**config.mk**
```make
export PLATFORM = sky130hd
export DESIGN_NAME = mem_arbiter_flat
export DESIGN_NICKNAME = d
export VERILOG_FILES = /design/src/rtl/mem_arbiter_pkg.sv /design/src/rtl/mem_arbiter_if.sv /design/src/rtl/mem_arb_rr_picker.sv /design/src/rtl/mem_arbiter.sv /design/src/flat_wrapper.sv
export SDC_FILE = /design/constraint.sdc
export NUM_CORES = 1
export LEC_CHECK = 0
export ABC_AREA = 1
export CAP_MARGIN = 20
export CORE_AREA = 3 3 359 361
export CTS_CLUSTER_DIAMETER = 60
export CTS_CLUSTER_SIZE = 24
export DETAILED_ROUTE_END_ITERATION = 10
export DIE_AREA = 0 0 362 364
export SYNTH_ARGS = -nofsm -noshare
export SYNTH_HDL_FRONTEND = slang
export SYNTH_SLANG_ARGS = --single-unit
```
**constraint.sdc**
```tcl
create_clock -name clk -period 3.4 [get_ports clk]
set_input_delay 0.68 -clock clk [delete_from_list [all_inputs] [get_ports clk]]
set_output_delay 0.68 -clock clk [all_outputs]
set_load 0.05 [all_outputs]
```
**src/rtl/mem_arbiter_pkg.sv**
```systemverilog
// Shared constants, state encoding and owner encoding for the two-client memory arbiter.
// The state encoding is fixed so the memory-model checker can decode the debug state port.
package mem_arbiter_pkg;

  localparam int MEM_ADDR_BITS = 28;
  localparam int MEM_DATA_BITS = 128;
  localparam int MEM_BEATS     = 4;

  typedef enum logic [1:0] {
    IDLE  = 2'd0,
    CMD   = 2'd1,
    WDATA = 2'd2,
    RESP  = 2'd3
  } arb_state_e;

  typedef enum logic {
    OWN_IC = 1'b0,
    OWN_DC = 1'b1
  } owner_e;

  // One-hot grant bit positions used by the picker.
  localparam int GNT_IC = 0;
  localparam int GNT_DC = 1;

  function automatic int cnt_bits(input int beats);
    return (beats > 1) ? $clog2(beats) : 1;
  endfunction

endpackage

```
**src/rtl/mem_arbiter_if.sv**
```systemverilog
// Memory request/response bundle: command, write-data and read-response channels.
// The requester side (cache, or the arbiter toward DRAM) uses the master modport.
interface mem_arbiter_if
  import mem_arbiter_pkg::*;
#(
  parameter int ADDR_BITS = MEM_ADDR_BITS,
  parameter int DATA_BITS = MEM_DATA_BITS
) ();

  // Every channel transfers on a rising edge where valid and ready are both high;
  // the sender holds its payload stable while valid is high. resp has no ready.
  logic                   req_valid;
  logic                   req_ready;
  logic [ADDR_BITS-1:0]   req_addr;
  logic                   req_rw;
  logic                   req_data_valid;
  logic                   req_data_ready;
  logic [DATA_BITS-1:0]   req_data_bits;
  logic [DATA_BITS/8-1:0] req_data_mask;
  logic                   resp_valid;
  logic [DATA_BITS-1:0]   resp_data;

  modport master (
    output req_valid, req_addr, req_rw,
    output req_data_valid, req_data_bits, req_data_mask,
    input  req_ready, req_data_ready, resp_valid, resp_data
  );

  modport slave (
    input  req_valid, req_addr, req_rw,
    input  req_data_valid, req_data_bits, req_data_mask,
    output req_ready, req_data_ready, resp_valid, resp_data
  );

endinterface

```
**src/rtl/mem_arb_rr_picker.sv**
```systemverilog
// Combinational two-way grant picker; the last-grant pointer is held by the parent.
// Optional build macro: MEM_ARB_FIXED_PRIO_EN (D$ wins every tie, pointer ignored).
module mem_arb_rr_picker
  import mem_arbiter_pkg::*;
(
  input  logic       req_ic,
  input  logic       req_dc,
  input  logic       last_dc,
  output logic [1:0] grant
);

`ifdef MEM_ARB_FIXED_PRIO_EN
  logic unused_last_dc;
  assign unused_last_dc = last_dc;
`endif

  always_comb begin
    grant = '0;
    if (req_ic && req_dc) begin
`ifdef MEM_ARB_FIXED_PRIO_EN
      grant[GNT_DC] = 1'b1;
`else
      // Tie goes to whichever client was not served last.
      if (last_dc) grant[GNT_IC] = 1'b1;
      else         grant[GNT_DC] = 1'b1;
`endif
    end else if (req_dc) begin
      grant[GNT_DC] = 1'b1;
    end else if (req_ic) begin
      grant[GNT_IC] = 1'b1;
    end
  end

endmodule

```
**src/rtl/mem_arbiter.sv**
```systemverilog
// Two-client (I$/D$) memory arbiter: one transaction at a time onto the DRAM port.
// Optional build macro: MEM_ARB_FIXED_PRIO_EN (see mem_arb_rr_picker).
module mem_arbiter
  import mem_arbiter_pkg::*;
#(
  parameter int ADDR_BITS = MEM_ADDR_BITS,
  parameter int DATA_BITS = MEM_DATA_BITS,
  parameter int BEATS     = MEM_BEATS
) (
  input  logic          clk,
  input  logic          reset,
  mem_arbiter_if.slave  ic,
  mem_arbiter_if.slave  dc,
  mem_arbiter_if.master mem,
  output arb_state_e    state,
  output owner_e        owner
);

  localparam int CNT_BITS = cnt_bits(BEATS);
  localparam logic [CNT_BITS-1:0] LAST_CNT = CNT_BITS'(BEATS - 1);

  logic [CNT_BITS-1:0]    cnt;
  owner_e                 last_grant;
  logic [1:0]             grant;
  logic                   own_dc;
  logic [ADDR_BITS-1:0]   own_addr;
  logic                   own_rw;
  logic                   own_data_valid;
  logic [DATA_BITS-1:0]   own_data_bits;
  logic [DATA_BITS/8-1:0] own_data_mask;
  logic                   wdata_hs;
  logic                   resp_beat;
  logic                   last_beat;

  mem_arb_rr_picker u_picker (
    .req_ic  (ic.req_valid),
    .req_dc  (dc.req_valid),
    .last_dc (last_grant == OWN_DC),
    .grant   (grant)
  );

  assign own_dc         = (owner == OWN_DC);
  assign own_addr       = own_dc ? dc.req_addr       : ic.req_addr;
  assign own_rw         = own_dc ? dc.req_rw         : ic.req_rw;
  assign own_data_valid = own_dc ? dc.req_data_valid : ic.req_data_valid;
  assign own_data_bits  = own_dc ? dc.req_data_bits  : ic.req_data_bits;
  assign own_data_mask  = own_dc ? dc.req_data_mask  : ic.req_data_mask;

  assign wdata_hs  = (state == WDATA) && own_data_valid && mem.req_data_ready;
  assign resp_beat = (state == RESP) && mem.resp_valid;
  assign last_beat = (cnt == LAST_CNT);

  always_ff @(posedge clk or negedge reset) begin
    if (!reset) begin
      state      <= IDLE;
      owner      <= OWN_DC;
      cnt        <= '0;
      last_grant <= OWN_DC;
    end else begin
      case (state)
        IDLE: begin
          if (|grant) begin
            owner <= grant[GNT_DC] ? OWN_DC : OWN_IC;
            state <= CMD;
          end
        end
        CMD: begin
          if (mem.req_ready) begin
            cnt   <= '0;
            state <= own_rw ? WDATA : RESP;
          end
        end
        WDATA, RESP: begin
          // Count stops at the last beat, so it never wraps mid-transaction.
          if (wdata_hs || resp_beat) begin
            if (last_beat) begin
              state      <= IDLE;
              last_grant <= owner;
            end else begin
              cnt <= cnt + 1'b1;
            end
          end
        end
        default: state <= IDLE;
      endcase
    end
  end

  // Memory side
  assign mem.req_valid      = (state == CMD);
  assign mem.req_addr       = own_addr;
  assign mem.req_rw         = own_rw;
  assign mem.req_data_valid = (state == WDATA) && own_data_valid;
  assign mem.req_data_bits  = own_data_bits;
  assign mem.req_data_mask  = own_data_mask;

  // Client side: only the owner ever sees a ready or a response beat.
  assign ic.req_ready      = (state == CMD)   && !own_dc && mem.req_ready;
  assign dc.req_ready      = (state == CMD)   &&  own_dc && mem.req_ready;
  assign ic.req_data_ready = (state == WDATA) && !own_dc && mem.req_data_ready;
  assign dc.req_data_ready = (state == WDATA) &&  own_dc && mem.req_data_ready;
  assign ic.resp_valid     = resp_beat && !own_dc;
  assign dc.resp_valid     = resp_beat &&  own_dc;
  assign ic.resp_data      = mem.resp_data;
  assign dc.resp_data      = mem.resp_data;

  a_resp_exclusive : assert property (@(posedge clk) disable iff (!reset)
    !(ic.resp_valid && dc.resp_valid));
  a_ready_exclusive : assert property (@(posedge clk) disable iff (!reset)
    !(ic.req_ready && dc.req_ready) && !(ic.req_data_ready && dc.req_data_ready));

endmodule
```
**src/flat_wrapper.sv**
```systemverilog
// flat-port wrapper written by rule: the top's interface ports become plain ports
module mem_arbiter_flat import mem_arbiter_pkg::*;
#(
  parameter int ADDR_BITS = MEM_ADDR_BITS,
  parameter int DATA_BITS = MEM_DATA_BITS,
  parameter int BEATS     = MEM_BEATS
)
  (clk, reset, state, owner, ic_req_valid, ic_req_addr, ic_req_rw, ic_req_data_valid, ic_req_data_bits, ic_req_data_mask, ic_req_ready, ic_req_data_ready, ic_resp_valid, ic_resp_data, dc_req_valid, dc_req_addr, dc_req_rw, dc_req_data_valid, dc_req_data_bits, dc_req_data_mask, dc_req_ready, dc_req_data_ready, dc_resp_valid, dc_resp_data, mem_req_valid, mem_req_addr, mem_req_rw, mem_req_data_valid, mem_req_data_bits, mem_req_data_mask, mem_req_ready, mem_req_data_ready, mem_resp_valid, mem_resp_data);
  mem_arbiter_if #(.ADDR_BITS(ADDR_BITS), .DATA_BITS(DATA_BITS)) ic_i ();
  mem_arbiter_if #(.ADDR_BITS(ADDR_BITS), .DATA_BITS(DATA_BITS)) dc_i ();
  mem_arbiter_if #(.ADDR_BITS(ADDR_BITS), .DATA_BITS(DATA_BITS)) mem_i ();
  input  logic clk;
  input  logic reset;
  output arb_state_e state;
  output owner_e owner;
  input wire logic [$bits(ic_i.req_valid)-1:0] ic_req_valid;
  input wire logic [$bits(ic_i.req_addr)-1:0] ic_req_addr;
  input wire logic [$bits(ic_i.req_rw)-1:0] ic_req_rw;
  input wire logic [$bits(ic_i.req_data_valid)-1:0] ic_req_data_valid;
  input wire logic [$bits(ic_i.req_data_bits)-1:0] ic_req_data_bits;
  input wire logic [$bits(ic_i.req_data_mask)-1:0] ic_req_data_mask;
  output wire logic [$bits(ic_i.req_ready)-1:0] ic_req_ready;
  output wire logic [$bits(ic_i.req_data_ready)-1:0] ic_req_data_ready;
  output wire logic [$bits(ic_i.resp_valid)-1:0] ic_resp_valid;
  output wire logic [$bits(ic_i.resp_data)-1:0] ic_resp_data;
  input wire logic [$bits(dc_i.req_valid)-1:0] dc_req_valid;
  input wire logic [$bits(dc_i.req_addr)-1:0] dc_req_addr;
  input wire logic [$bits(dc_i.req_rw)-1:0] dc_req_rw;
  input wire logic [$bits(dc_i.req_data_valid)-1:0] dc_req_data_valid;
  input wire logic [$bits(dc_i.req_data_bits)-1:0] dc_req_data_bits;
  input wire logic [$bits(dc_i.req_data_mask)-1:0] dc_req_data_mask;
  output wire logic [$bits(dc_i.req_ready)-1:0] dc_req_ready;
  output wire logic [$bits(dc_i.req_data_ready)-1:0] dc_req_data_ready;
  output wire logic [$bits(dc_i.resp_valid)-1:0] dc_resp_valid;
  output wire logic [$bits(dc_i.resp_data)-1:0] dc_resp_data;
  output wire logic [$bits(mem_i.req_valid)-1:0] mem_req_valid;
  output wire logic [$bits(mem_i.req_addr)-1:0] mem_req_addr;
  output wire logic [$bits(mem_i.req_rw)-1:0] mem_req_rw;
  output wire logic [$bits(mem_i.req_data_valid)-1:0] mem_req_data_valid;
  output wire logic [$bits(mem_i.req_data_bits)-1:0] mem_req_data_bits;
  output wire logic [$bits(mem_i.req_data_mask)-1:0] mem_req_data_mask;
  input wire logic [$bits(mem_i.req_ready)-1:0] mem_req_ready;
  input wire logic [$bits(mem_i.req_data_ready)-1:0] mem_req_data_ready;
  input wire logic [$bits(mem_i.resp_valid)-1:0] mem_resp_valid;
  input wire logic [$bits(mem_i.resp_data)-1:0] mem_resp_data;
  assign ic_i.req_valid = ic_req_valid;
  assign ic_i.req_addr = ic_req_addr;
  assign ic_i.req_rw = ic_req_rw;
  assign ic_i.req_data_valid = ic_req_data_valid;
  assign ic_i.req_data_bits = ic_req_data_bits;
  assign ic_i.req_data_mask = ic_req_data_mask;
  assign ic_req_ready = ic_i.req_ready;
  assign ic_req_data_ready = ic_i.req_data_ready;
  assign ic_resp_valid = ic_i.resp_valid;
  assign ic_resp_data = ic_i.resp_data;
  assign dc_i.req_valid = dc_req_valid;
  assign dc_i.req_addr = dc_req_addr;
  assign dc_i.req_rw = dc_req_rw;
  assign dc_i.req_data_valid = dc_req_data_valid;
  assign dc_i.req_data_bits = dc_req_data_bits;
  assign dc_i.req_data_mask = dc_req_data_mask;
  assign dc_req_ready = dc_i.req_ready;
  assign dc_req_data_ready = dc_i.req_data_ready;
  assign dc_resp_valid = dc_i.resp_valid;
  assign dc_resp_data = dc_i.resp_data;
  assign mem_req_valid = mem_i.req_valid;
  assign mem_req_addr = mem_i.req_addr;
  assign mem_req_rw = mem_i.req_rw;
  assign mem_req_data_valid = mem_i.req_data_valid;
  assign mem_req_data_bits = mem_i.req_data_bits;
  assign mem_req_data_mask = mem_i.req_data_mask;
  assign mem_i.req_ready = mem_req_ready;
  assign mem_i.req_data_ready = mem_req_data_ready;
  assign mem_i.resp_valid = mem_resp_valid;
  assign mem_i.resp_data = mem_resp_data;
  mem_arbiter #(.ADDR_BITS(ADDR_BITS), .DATA_BITS(DATA_BITS), .BEATS(BEATS)) u_core (.clk(clk), .reset(reset), .ic(ic_i), .dc(dc_i), .mem(mem_i), .state(state), .owner(owner));
endmodule
```
After elaboration in Yosys (flattened, before gate mapping)
Index checks and enable logic that the tools add are counted.
Operators by class
  $add $sub $neg: 1
  equal/unequal tests: 9
  multiplexer cells: 22
  reductions and logical operators: 24
Operators by type and width (number)
  $mux W128: 1
  $mux W28: 1
  $mux W16: 1
  $mux W2: 8
  $logic_and A1 B1 Y1: 14
  $mux W1: 9
  $ne A2 B1 Y1 const B: 4
  $reduce_and A4 Y1: 2
  $eq A2 B2 Y1 const B: 3
  $pmux W2 S3: 1
  $pmux W2 S2: 1
  $reduce_or A2 Y1: 2
  $reduce_and A3 Y1: 1
  $add A2 B1 Y2 const B: 1
  $eq A2 B1 Y1 const B: 1
  $logic_not A2 Y1: 1
  $ne A2 B2 Y1 const B: 1
  $reduce_and A2 Y1: 1
  $reduce_bool A2 Y1: 1
  $logic_not A1 Y1: 1
  $logic_or A1 B1 Y1: 1
Word-level totals
  flip-flop bits (word level): 6
  input bits: 483
  output and inout bits: 440

Depth between registers and ports, before layout
Gate-level depths: netlist of the first run.
  word-level depth: 6
  gate-level depth with buffers: 9
  depth with buffers taken out: 8

Cells and area by module
A second synthesis of the first run with hierarchy kept.
Unflattened totals
  cells, all modules: 878
  area total of the unflattened synthesis: 4535.6 um^2
Modules (own cells, without submodules)
  mem_arbiter: instances 1, cells an instance 873, area an instance 4515.6 um^2
  mem_arb_rr_picker: instances 1, cells an instance 5, area an instance 20.0 um^2

Worst setup path after synthesis of the first run
OpenSTA, ideal clock, no wires.
  path kind: register -> output
  start: reg u_core.owner
  end: out dc_req_data_ready
  arrival time: 2.171 ns
  data required time: 2.720 ns
  slack: 0.549 ns
  cell stages (with the launch flop): 5
  cells stage by stage: dfstp_2 buf_4 inv_2 buf_4 nor3_1
On the way
  longest elaborated chain between the ends: 2
Ends and longest elaborated chain
  start: declaration: line mem_arbiter.sv:16  | output owner_e owner
  start signal: assignment: line mem_arbiter.sv:63  | owner <= grant[GNT_DC] ? OWN_DC : OWN_IC;
  $logic_and A1 B1 Y1 (2 in series): line mem_arbiter.sv:101  | assign dc.req_data_ready = (state == WDATA) && own_dc && mem.req_data_ready;
  end: declaration: line flat_wrapper.sv:33  | output wire logic [$bits(dc_i.req_data_ready)-1:0] dc_req_data_ready;
Every way passes these cells.

Final worst setup path of the first run
  start: in mem_req_data_ready
  end: out ic_req_data_ready
On the way
  longest elaborated chain between the ends: 1
Ends and longest elaborated chain
  start: declaration: line flat_wrapper.sv:43  | input wire logic [$bits(mem_i.req_data_ready)-1:0] mem_req_data_ready;
  $logic_and A1 B1 Y1: line mem_arbiter.sv:100  | assign ic.req_data_ready = (state == WDATA) && !own_dc && mem.req_data_ready;
  end: declaration: line flat_wrapper.sv:23  | output wire logic [$bits(ic_i.req_data_ready)-1:0] ic_req_data_ready;
Every way passes these cells.

==> impl_metrics.json, run 1 <==
{
  "gp_congestion": 0.825,
  "mostFrequentLayoutCells": "541 x nand2_1, 361 x clkdlybuf4s50_1, 93 x buf_4",
  "reg2reg_to": "u_core.state[0]",
  "worst_pin_slew_ps": 611,
  "hold_depth": 2,
  "drive_gt1_share_pct": 16.9,
  "wl_per_cell_um": 29.1,
  "synth_fp_nets": 1358,
  "chipHeight_um": 364,
  "nFillCells": 14800,
  "grt_pass1_wl_um": 92200,
  "cts.sinks": 6,
  "fin_tns_setup_ps": 0,
  "drv_slew": 0,
  "fin_crit_ps": 2980,
  "cp_data_arrival_time_ps": 2300,
  "port_buffers": 538,
  "syn_area_um2": 4480,
  "dp.cells": 2771,
  "ys_types": 19,
  "cts_max_level": 1,
  "ant_nets": 0,
  "cts_tree": "done",
  "synth_seq_cells": 6,
  "ir_drop_mv": 0.534,
  "cts_max_path_buffers": 2,
  "grt_max_degree": 94,
  "seq_area_um2": 156,
  "r2r_start": "u_core.owner",
  "num_io_pins": 923,
  "power.density_nw_per_um2": 989,
  "syn_inst": 874,
  "die_x_um": 362,
  "antenna_found_initial": 18,
  "root_buffer": "clkbuf_16",
  "layout_commonest_cell": "nand2_1",
  "ys_seq_area_share_pct": 3.41,
  "cts_made_buffers": 3,
  "cp-end-kind": "output port",
  "finalCritPeriodShare_pct": 87.5,
  "drc": 0,
  "dr.pass1.iters": 5,
  "clk_latency_ps": 230,
  "setup.worst_path.class": "in -> out",
  "rsz0062_at_grt": "false",
  "min_from": "u_core.last_grant",
  "hold_buffers": 0,
  "grt_use_total_pct": 11.6,
  "placementRows": 130,
  "grt_pass1_vias": 6228,
  "core_area_um2": 126000,
  "setup_viol": 0,
  "dieArea_um2": 132000,
  "avgSynthCellArea_um2": 5.13,
  "outcome": "complete, no violations",
  "slew_headroom_pct": 59.3,
  "r2r_cells": 8,
  "multi_input_area_um2": 2160,
  "grt-ovfl-total": 0,
  "vias": 6273,
  "path_clk_slew_ps": 40,
  "reg2reg_slack_ps": 1590,
  "drt_first_iter_violations": 368,
  "cts_resized": 0,
  "hold_violations": 0,
  "critPathLaunchType": "input port",
  "yosys_warnings": 0,
  "viasPerCell": 2.26,
  "dpl.hpwl_um": 76500,
  "total_leakage_power_uw": 0.00446,
  "drt-total-wl_um": 80800,
  "fmax_mhz": 336,
  "initial_core_util_pct": 3.56,
  "layout.cells.non_filler": 2779,
  "holdPathEnd": "u_core.last_grant",
  "post_cts_buffers": 0,
  "skew_ps": 7.16,
  "critPathMaxFanout": 2,
  "crit_required_ps": 2720,
  "finish.net_count": 1610,
  "hold_class": "reg -> reg",
  "drv_cap": 0,
  "area_delta_synth_final_pct": 136
}
worst max path at each step:
stage	start	endpoint	slack, ps	depth (start not counted)
2_1_floorplan	u_core.owner	dc_req_data_ready	550	4
3_3_place_gp	mem_req_data_ready	ic_req_data_ready	460	4
3_5_place_dp	mem_req_data_ready	ic_req_data_ready	460	4
4_1_cts	mem_req_data_ready	ic_req_data_ready	450	4
5_1_grt	mem_req_data_ready	ic_req_data_ready	390	4
6_report	mem_req_data_ready	ic_req_data_ready	420	4
cell usage after synthesis, drive strengths merged:
master | number | area, µm²
nor2 | 10 | 37.5
inv | 6 | 22.5
a21oi | 1 | 5.00
nand3 | 6 | 35.0
buf | 290 | 2120
nand4 | 1 | 6.26
o21ai | 3 | 15.0
clkbuf | 5 | 18.8
dfrtp | 4 | 100
nor3 | 2 | 10.0
or2 | 1 | 6.26
nand2 | 542 | 2040
dfstp | 2 | 52.6
ha | 1 | 12.5
through the flow:
stage	power, µW	util [%]	area, µm²	hold slack (ps)	setup WS, ps
after floorplan	5780	-	4480	384	549
after global placement	10700	8.34	10500	461	457
after detailed placement	10700	8.34	10500	465	457
after CTS	11000	8.40	10600	477	450
after global routing	11100	8.40	10600	489	391
final	10500	8.41	10600	475	424
worst max-delay path, cell delays in order:
cell and delay [ps]:
clkdlybuf4s50_1 520, inv_1 80, nor3_1 180, clkdlybuf4s50_1 840
layer usage:
metal / wire (µm) / share of wire [%] / global-route usage, %
met1: 29600 / 37 / 12.4
met2: 34900 / 43 / 18.0
met3: 15700 / 19 / 10.1
met5: 191 / 0.24 / 0.617
met4: 297 / 0.37 / 0.409
cells by family (layout without fill, tap and decap cells):
logic type                 Yosys count  count (layout)  synth area share (%)
AOI/OAI and AO/OA                    4               4                 0.447
adders and majority gates            1               1                 0.279
buffers and inverters              301             552                  48.3
DFF                                  6               6                  3.41
other                                0               4                     0
and+or+nand+nor                    562             562                  47.6
area by class of cell:
| class | count | area share (%) |
|---|---|---|
| Timing Repair Buffer | 542 | 57.4 |
| Multi-Input combinational cell | 567 | 20.5 |
| Tap cell | 1650 | 19.5 |
| Sequential cell | 6 | 1.48 |
| Clock buffer | 4 | 0.745 |
| Inverter | 6 | 0.284 |
| Antenna cell | 4 | 0.0946 |
registers in the layout (all words and copies together), names as in the netlist:
name               flops
u_core.cnt             2
u_core.last_grant      1
u_core.owner           1
u_core.state           2
power by group:
group	internal (µW)	switching, µW
logic	3040	7070
clock network	156	40.2
registers	105	58.8
total	3300	7170
(Power assumes the default switching activity.)
==> inputs of run 2 (changes only) <==
--- a/config.mk
+++ b/config.mk
@@ -7,11 +7,11 @@
 export LEC_CHECK = 0
 export ABC_AREA = 1
 export CAP_MARGIN = 20
-export CORE_AREA = 3 3 359 361
+export CORE_AREA = 4 4 360 362
 export CTS_CLUSTER_DIAMETER = 60
 export CTS_CLUSTER_SIZE = 24
 export DETAILED_ROUTE_END_ITERATION = 10
-export DIE_AREA = 0 0 362 364
+export DIE_AREA = 0 0 364 366
 export SYNTH_ARGS = -nofsm -noshare
 export SYNTH_HDL_FRONTEND = slang
 export SYNTH_SLANG_ARGS = --single-unit
==> run 2 against run 1 <==
Sequential power grew 12%. Routed wire length fell by 2.4%. Worst setup slack lost 40 ps. Cell area up 7.8%. Maximum frequency down 1.3%. Count of clock-buffer cells in the layout did not move. Die area rose by 1.1%. Via count down 1.5%. Critical path type is now reg -> out. Largest cell class unchanged. Largest power group unchanged.
==> impl_metrics.json, run 2 (synthesis gave the netlist of run 1 again) <==
{
  "outcome": "complete, no violations",
  "internal_power_uw": 4110,
  "reg.largest.list": "u_core.cnt: 2 flops, u_core.state: 2 flops",
  "grt_max_degree": 94,
  "core_area_um2": 127000,
  "viasPerCell": 2.21,
  "cp_slowest_cell": "dfstp_4",
  "switchingPower_uw": 7410,
  "rsz0062_at_grt": "false",
  "drv_slew": 0,
  "wl_per_cell_um": 28.2,
  "root_buffer": "clkbuf_16",
  "grt-ovfl-total": 0,
  "drive_gt1_share_pct": 16.9,
  "slew_headroom_pct": 61.9,
  "ant_nets": 0,
  "min_from": "u_core.last_grant",
  "layout_setup_ws_ps": 384,
  "die_x_um": 364,
  "reg2reg_slack_ps": 1350,
  "cts_tree": "done",
  "initial_core_util_pct": 3.54,
  "crit_path_start": "u_core.owner",
  "hold_buffers": 0,
  "setup_viol": 0,
  "worst_pin_slew_ps": 571,
  "grt_pass1_wl_um": 90300,
  "cts_max_path_buffers": 2,
  "hold_depth": 2,
  "post-place-ws_ps": 538,
  "clk_latency_ps": 230,
  "r2r_start": "u_core.owner",
  "drv_cap": 0,
  "cts_max_level": 1,
  "reg2reg_to": "u_core.state[0]",
  "path_clk_slew_ps": 40,
  "gp_congestion": 0.871,
  "holdPathEnd": "u_core.last_grant",
  "cts.sinks": 6,
  "cp_data_arrival_time_ps": 2340,
  "drc": 0,
  "port_buffers": 538,
  "cts_made_buffers": 3,
  "grt_pass1_vias": 6145,
  "critPathLaunchType": "flip-flop",
  "post_cts_buffers": 0,
  "r2r_cells": 7,
  "drt-total-wl_um": 78800,
  "crit_chain": "inv_8 -> buf_12 -> nand2_1 -> nand2_1 -> buf_12",
  "cp-end-kind": "output port",
  "layout_commonest_cell": "nand2_1",
  "hold_violations": 0,
  "dp.cells": 2785,
  "layout.cells.non_filler": 2792,
  "antenna_found_initial": 11,
  "crit_required_ps": 2720,
  "fin_crit_ps": 3020,
  "power_frac_seq_pct": 1.6,
  "ir_drop_mv": 0.327,
  "drt_first_iter_violations": 261,
  "switching_share_pct": 64.3,
  "fin_tns_setup_ps": 0,
  "num_io_pins": 923,
  "vias": 6181,
  "critPathMaxFanout": 93,
  "skew_ps": 2.45,
  "dr.pass1.iters": 5,
  "placementRows": 131,
  "clkPwrFrac_pct": 1.7,
  "hold_class": "reg -> reg",
  "finish.net_count": 1612,
  "power.density_nw_per_um2": 1010,
  "total_leakage_power_uw": 0.00474,
  "area_delta_synth_final_pct": 154,
  "fmax_mhz": 332,
  "grt_use_total_pct": 11.2,
  "pwr-share-comb_pct": 96.7,
  "setup.worst_path.class": "reg -> out",
  "chipHeight_um": 366,
  "cts_resized": 0,
  "dpl.hpwl_um": 75000,
  "finalCritPeriodShare_pct": 88.7,
  "dieArea_um2": 133000,
  "finalPower_uw": 11500,
  "mostFrequentLayoutCells": "541 x nand2_1, 363 x clkdlybuf4s50_1, 151 x buf_12",
  "cpPeakStageDelay_ps": 780
}
## run 2: cell count changes in the layout (fill, tap and decap cells not counted), sizes merged
| cell | delta |
|---|---|
| clkdlybuf4s50 | +2 |
| diode | -1 |
## run 2: power by group through the flow
stage | registers, µW | logic, µW | clock network (µW)
6_report | 184 | 11100 | 198
5_1_grt | 194 | 11800 | 207
4_1_cts | 194 | 11700 | 199
3_5_place_dp | 194 | 11700 | 0
3_3_place_gp | 193 | 11700 | 0
2_1_floorplan | 184 | 5590 | 0
## run 2: worst max-delay path, delay by kind of cell, from the launching register on
family        cells  cell delay (ps)
buf+inv           3              620
simple gates      2              530
flops             1              780
## run 2: area by class of cell
cell class,instances,area (µm²)
fillers,14800,115000
well taps,1662,2080
flip-flops and latches,6,156
inverters,6,30.0
repair buffers,544,6880
multi-input cells,567,2160
clock buffers,4,78.8
diodes,3,7.51
## run 2: per-stage QoR
step | cell area, µm² | util [%] | hold slack, ps
finish | 11400 | 9.00 | 474
global route | 11400 | 8.99 | 495
CTS | 11400 | 8.99 | 475
detailed placement | 11300 | 8.93 | 469
global placement | 11300 | 8.93 | 458
floorplan | 4480 | - | 384
## run 2: layer usage
metal | track usage, % | routed length [µm] | vias up
met5 | 0.0370 | 39 | -
met1 | 12.8 | 31100 | 2659
met2 | 17.4 | 34000 | 649
met4 | 0.478 | 285 | 6
met3 | 8.30 | 13500 | 20
li1 | - | - | 2847
## run 2: worst max-delay path by stage
stage | to | slack (ps) | cells after the start
after detailed placement | ic_req_ready | 540 | 4
after global routing | mem_req_data_bits[74] | 330 | 5
final | mem_req_addr[17] | 380 | 5
after global placement | ic_req_ready | 540 | 4
after floorplan | dc_req_data_ready | 550 | 4
after CTS | mem_req_data_bits[74] | 390 | 5
==> inputs of run 3 (changes only) <==
--- a/config.mk
+++ b/config.mk
@@ -12,6 +12,7 @@
 export CTS_CLUSTER_SIZE = 24
 export DETAILED_ROUTE_END_ITERATION = 10
 export DIE_AREA = 0 0 364 366
+export HOLD_SLACK_MARGIN = 0.06
 export SYNTH_ARGS = -nofsm -noshare
 export SYNTH_HDL_FRONTEND = slang
 export SYNTH_SLANG_ARGS = --single-unit
==> results of run 3 <==
Same layout as run 2: the final DEF is identical, and so are final timing and power.
==> edit 1, RTL diff (settings of run 1) <==
The option `MEM_ARB_FIXED_PRIO_EN` is turned on by a define.
--- a/src/rtl/mem_arb_rr_picker.sv
+++ b/src/rtl/mem_arb_rr_picker.sv
@@ -1,5 +1,7 @@
 // Combinational two-way grant picker; the last-grant pointer is held by the parent.
 // Optional build macro: MEM_ARB_FIXED_PRIO_EN (D$ wins every tie, pointer ignored).
+`define MEM_ARB_FIXED_PRIO_EN
+
 module mem_arb_rr_picker
   import mem_arbiter_pkg::*;
 (
Function: changed (Yosys sat finds a counterexample within 4 cycles, from zero or initial values and one cycle with reset low).
==> edit 1 against run 1 <==
Sequential cell count is 1 lower. Area after synthesis down 1.3%. Sequential share of layout area is 0.25 points lower. Fmax shrank 6.8%. Wire length decreased by 2.5%. Count of clock-buffer cells in the layout fell by 1. Cell area hardly changed. Total power shrank 1.5%. Setup slack worse by 0.22 ns. Largest power group unchanged. First-iteration DRC count shrank 29%. Sequential power increased by 20%. Critical path depth up 1.
==> edit 1: results (changes against run 1) <==
Global routing
  • First-pass GRT wire length: 89.75 mm (was 92.23 mm)
  • Vias in the first global route: 6037 (was 6228)
  • Largest net degree at the start of global routing: 82 (was 94)
  • Initial antenna violation count: 29 (was 18)
  • Total track usage: 11.26% (was 11.58%)

Status
  • Status: complete, no violations (unchanged)

Detailed routing
  • Final WL: 78.73 mm (was 80.79 mm)
  • Drt pass-1 iters: 4 (was 5)

Setup path
  • Delay-heaviest family, CP: flip-flops (was buffers and inverters)
  • Slowest stage delay, CP: 0.82 ns (was 0.84 ns)
  • CP endpoint: mem_req_data_bits[47] (was ic_req_data_ready)
  • CP arrival: 2.51 ns (was 2.30 ns)
  • Setup slack, reg-to-reg: 1.50 ns (was 1.59 ns)

Cells and area
  • Biggest regs: u_core.cnt x2, u_core.state x2, u_core.owner x1 (was u_core.cnt x2, u_core.state x2)
  • Area delta synth->final: 139.3% (was 136.1%)
  • Share of layout cells above drive strength 1: 16.46% (was 16.89%)
  • Fillers: 14734 (was 14757)

Logic synthesis
  • Synthesized area per cell: 5.077 sq um (was 5.126 sq um)
  • Sequential element share of the synthesized area: 2.858% (was 3.407%)
  • Synth area leaders: nand2_1 45%, buf_4 43%, buf_2 2.9%, dfrtp_1 2.3%, clkbuf_1 1.1% (was nand2_1 45%, buf_4 45%, buf_2 2.5%, dfrtp_1 2.2%, dfstp_2 1.2%)
  • Post-synth top cells: 535 x nand2_1, 256 x buf_4, 26 x buf_2 (was 541 x nand2_1, 268 x buf_4, 22 x buf_2)

Placement
  • Placed cell count: 2770 (was 2771)
  • Post-DP Area: 10470 sq um (was 10490 sq um)

Power
  • Cell leakage power: 4.442 nW (was 4.458 nW)

Timing
  • Max Clock Skew: 0.006090 ns (was 0.007156 ns)
==> edit 1: stage by stage <==
step                setup slack (ns)  hold WS [ns]
finish                        0.2072        0.4835
global route                 0.07014        0.5067
CTS                           0.1180        0.4835
detailed placement            0.3599        0.4738
global placement              0.3745        0.4637
floorplan                     0.5177        0.3844
==> edit 1: cells by family (layout without fill, tap and decap cells) <==
family                     count (synthesis)  count (layout)  synth area share (%)
and+or+nand+nor                          557             557                 48.10
DFF                                        5               5                 2.858
other                                      0              11                     0
AOI/OAI and AO/OA                          5               5                0.5658
buffers and inverters                    303             556                 48.19
adders and majority gates                  1               1                0.2829
==> edit 1: final cells by class <==
| cell class | instances | area share, % |
|---|---|---|
| sequential | 5 | 1.230 |
| clock inverter | 1 | 0.04730 |
| inverter | 8 | 0.3548 |
| multi-input combinational | 563 | 20.46 |
| clock buffer | 3 | 0.7096 |
| timing repair buffer | 544 | 57.43 |
| tap | 1650 | 19.51 |
| antenna | 11 | 0.2602 |
==> edit 1: worst min path at each step <==
stage                    endpoint
floorplan           u_core.cnt[0]
global placement    u_core.cnt[1]
detailed placement  u_core.cnt[1]
CTS                 u_core.cnt[1]
global route        u_core.cnt[1]
finish              u_core.cnt[1]
==> edit 1: worst reg2reg max path, stage by stage (launching register included) <==
cell and delay, ns:
dfstp_4 0.82, buf_4 0.30, nand2_1 0.11, nand2_1 0.08
nand3_1 0.14, nand2_2 0.16, nand3_2 0.09, nand2_1 0.07
nand2_1 0.04
==> edit 1: power breakdown <==
part	switching, mW	internal (mW)	total [mW]
Clock	0.0428	0.154	0.197
Sequential	0.0998	0.0969	0.197
Combinational	6.85	3.06	9.91
Total	6.99	3.31	10.3
==> edit 1: metal layers <==
metal  up-vias  wire, um  global-route usage, %
met5         -       139                0.07262
met4        22       612                 0.7220
met3        44     17500                  11.62
met2       658     33670                  17.32
met1      2591     26800                  11.07
li1       2857         -                      -
==> edit 2, RTL diff (settings of run 1) <==
Made on the original files. Make the reset (`reset`) synchronous in one clocked block.
--- a/src/rtl/mem_arbiter.sv
+++ b/src/rtl/mem_arbiter.sv
@@ -50,7 +50,7 @@
   assign resp_beat = (state == RESP) && mem.resp_valid;
   assign last_beat = (cnt == LAST_CNT);
 
-  always_ff @(posedge clk or negedge reset) begin
+  always_ff @(posedge clk) begin
     if (!reset) begin
       state      <= IDLE;
       owner      <= OWN_DC;
Formal check against the unedited RTL: differs if reset is asserted again (counterexample within 4 cycles, from zero or initial values and one cycle with reset low); with reset held inactive, the same outputs for 4 cycles.
==> edit 2 against run 1 <==
Global-route usage increased by 0.28 points. Critical path depth increased by 1. First-iteration DRC count decreased by 40%. Via count increased by 0.64%. Clock skew decreased by 0.0025 ns. Wire length increased by 2.6%. Area after synthesis about the same. Sequential cell count unchanged. Setup slack improved by 0.12 ns. Cell area increased by 7.0%.
Power is not compared: it rests on default switching activity, and its combinational part moved more than twofold at a synthesized area within 25%.
==> edit 2: results (changes against run 1) <==
Detailed routing
  • DRT iter0 DRCs: 221 (was 368)
  • Met3 Routed Length: 18.37 mm (was 15.73 mm)
  • Final WL: 82.89 mm (was 80.79 mm)
  • Drt pass-1 iters: 4 (was 5)

Placement
  • Post-detail-place hpwl: 78.80 mm (was 76.48 mm)

Logic synthesis
  • Primary FF master, synth: dfxtp_1 (was dfrtp_1)
  • Synth area leaders: nand2_1 45%, buf_4 43%, dfxtp_1 2.7%, buf_2 2.6%, clkbuf_1 1.3% (was nand2_1 45%, buf_4 45%, buf_2 2.5%, dfrtp_1 2.2%, dfstp_2 1.2%)
  • Post-synth top cells: 534 x nand2_1, 257 x buf_4, 23 x buf_2 (was 541 x nand2_1, 268 x buf_4, 22 x buf_2)
  • Syn Nets: 1368 (was 1358)
  • Sequential element share of the synthesized area: 2.682% (was 3.407%)

Global routing
  • Largest net degree at the start of global routing: 96 (was 94)
  • Initial antenna violation count: 30 (was 18)
  • Routing usage on met2: 18.03% (was 18.01%)
  • GRT met1 Usage: 12.18% (was 12.40%)
  • Vias in the first global route: 6102 (was 6228)
  • First-pass GRT wire length: 94.57 mm (was 92.23 mm)

Cells and area
  • Share of layout cells above drive strength 1: 16.97% (was 16.89%)
  • Nets: 1622 (was 1610)

Setup path
  • Crit-path max FO: 55 (was 2)
  • Crit-path slowest cell: buf_4 (was clkdlybuf4s50_1)
  • Launch point of the worst path: u_core.owner (was mem_req_data_ready)
  • CP arrival: 2.18 ns (was 2.30 ns)
  • Slowest stage delay, CP: 0.51 ns (was 0.84 ns)
  • R2R Path End: u_core.state[1] (was u_core.state[0])

Timing
  • Max Clock Skew: 0.004656 ns (was 0.007156 ns)

Min path
  • Hold Crit Start: u_core.last_grant (unchanged)

Status
  • Status: complete, no violations (unchanged)
[edit 2: through the flow]
| stage | cells | hold slack (ns) | util [%] |
|---|---|---|---|
| 3_3_place_gp | 2783 | 0.4691 | 8.930 |
| 6_report | 2790 | 0.4945 | 8.999 |
| 2_1_floorplan | 884 | 0.4442 | - |
| 5_1_grt | 2788 | 0.5345 | 8.995 |
| 4_1_cts | 2787 | 0.5015 | 8.993 |
| 3_5_place_dp | 2783 | 0.4918 | 8.930 |
[edit 2: layout make-up]
cell class / instances / area, sq um / share of cell area (%)
Clock buffer: 4 / 78.83 / 0.6967
Sequential cell: 6 / 123.9 / 1.095
Timing Repair Buffer: 544 / 6774 / 59.87
Tap cell: 1650 / 2064 / 18.25
Antenna cell: 3 / 7.507 / 0.06635
Multi-Input combinational cell: 569 / 2206 / 19.50
Inverter: 14 / 60.06 / 0.5308
[edit 2: tightest hold or removal path, delay by kind of cell, from the launching register on]
kind | cells | cell delay [ns]
flip-flops | 1 | 0.33
AO/OA/AOI/OAI | 2 | 0.13
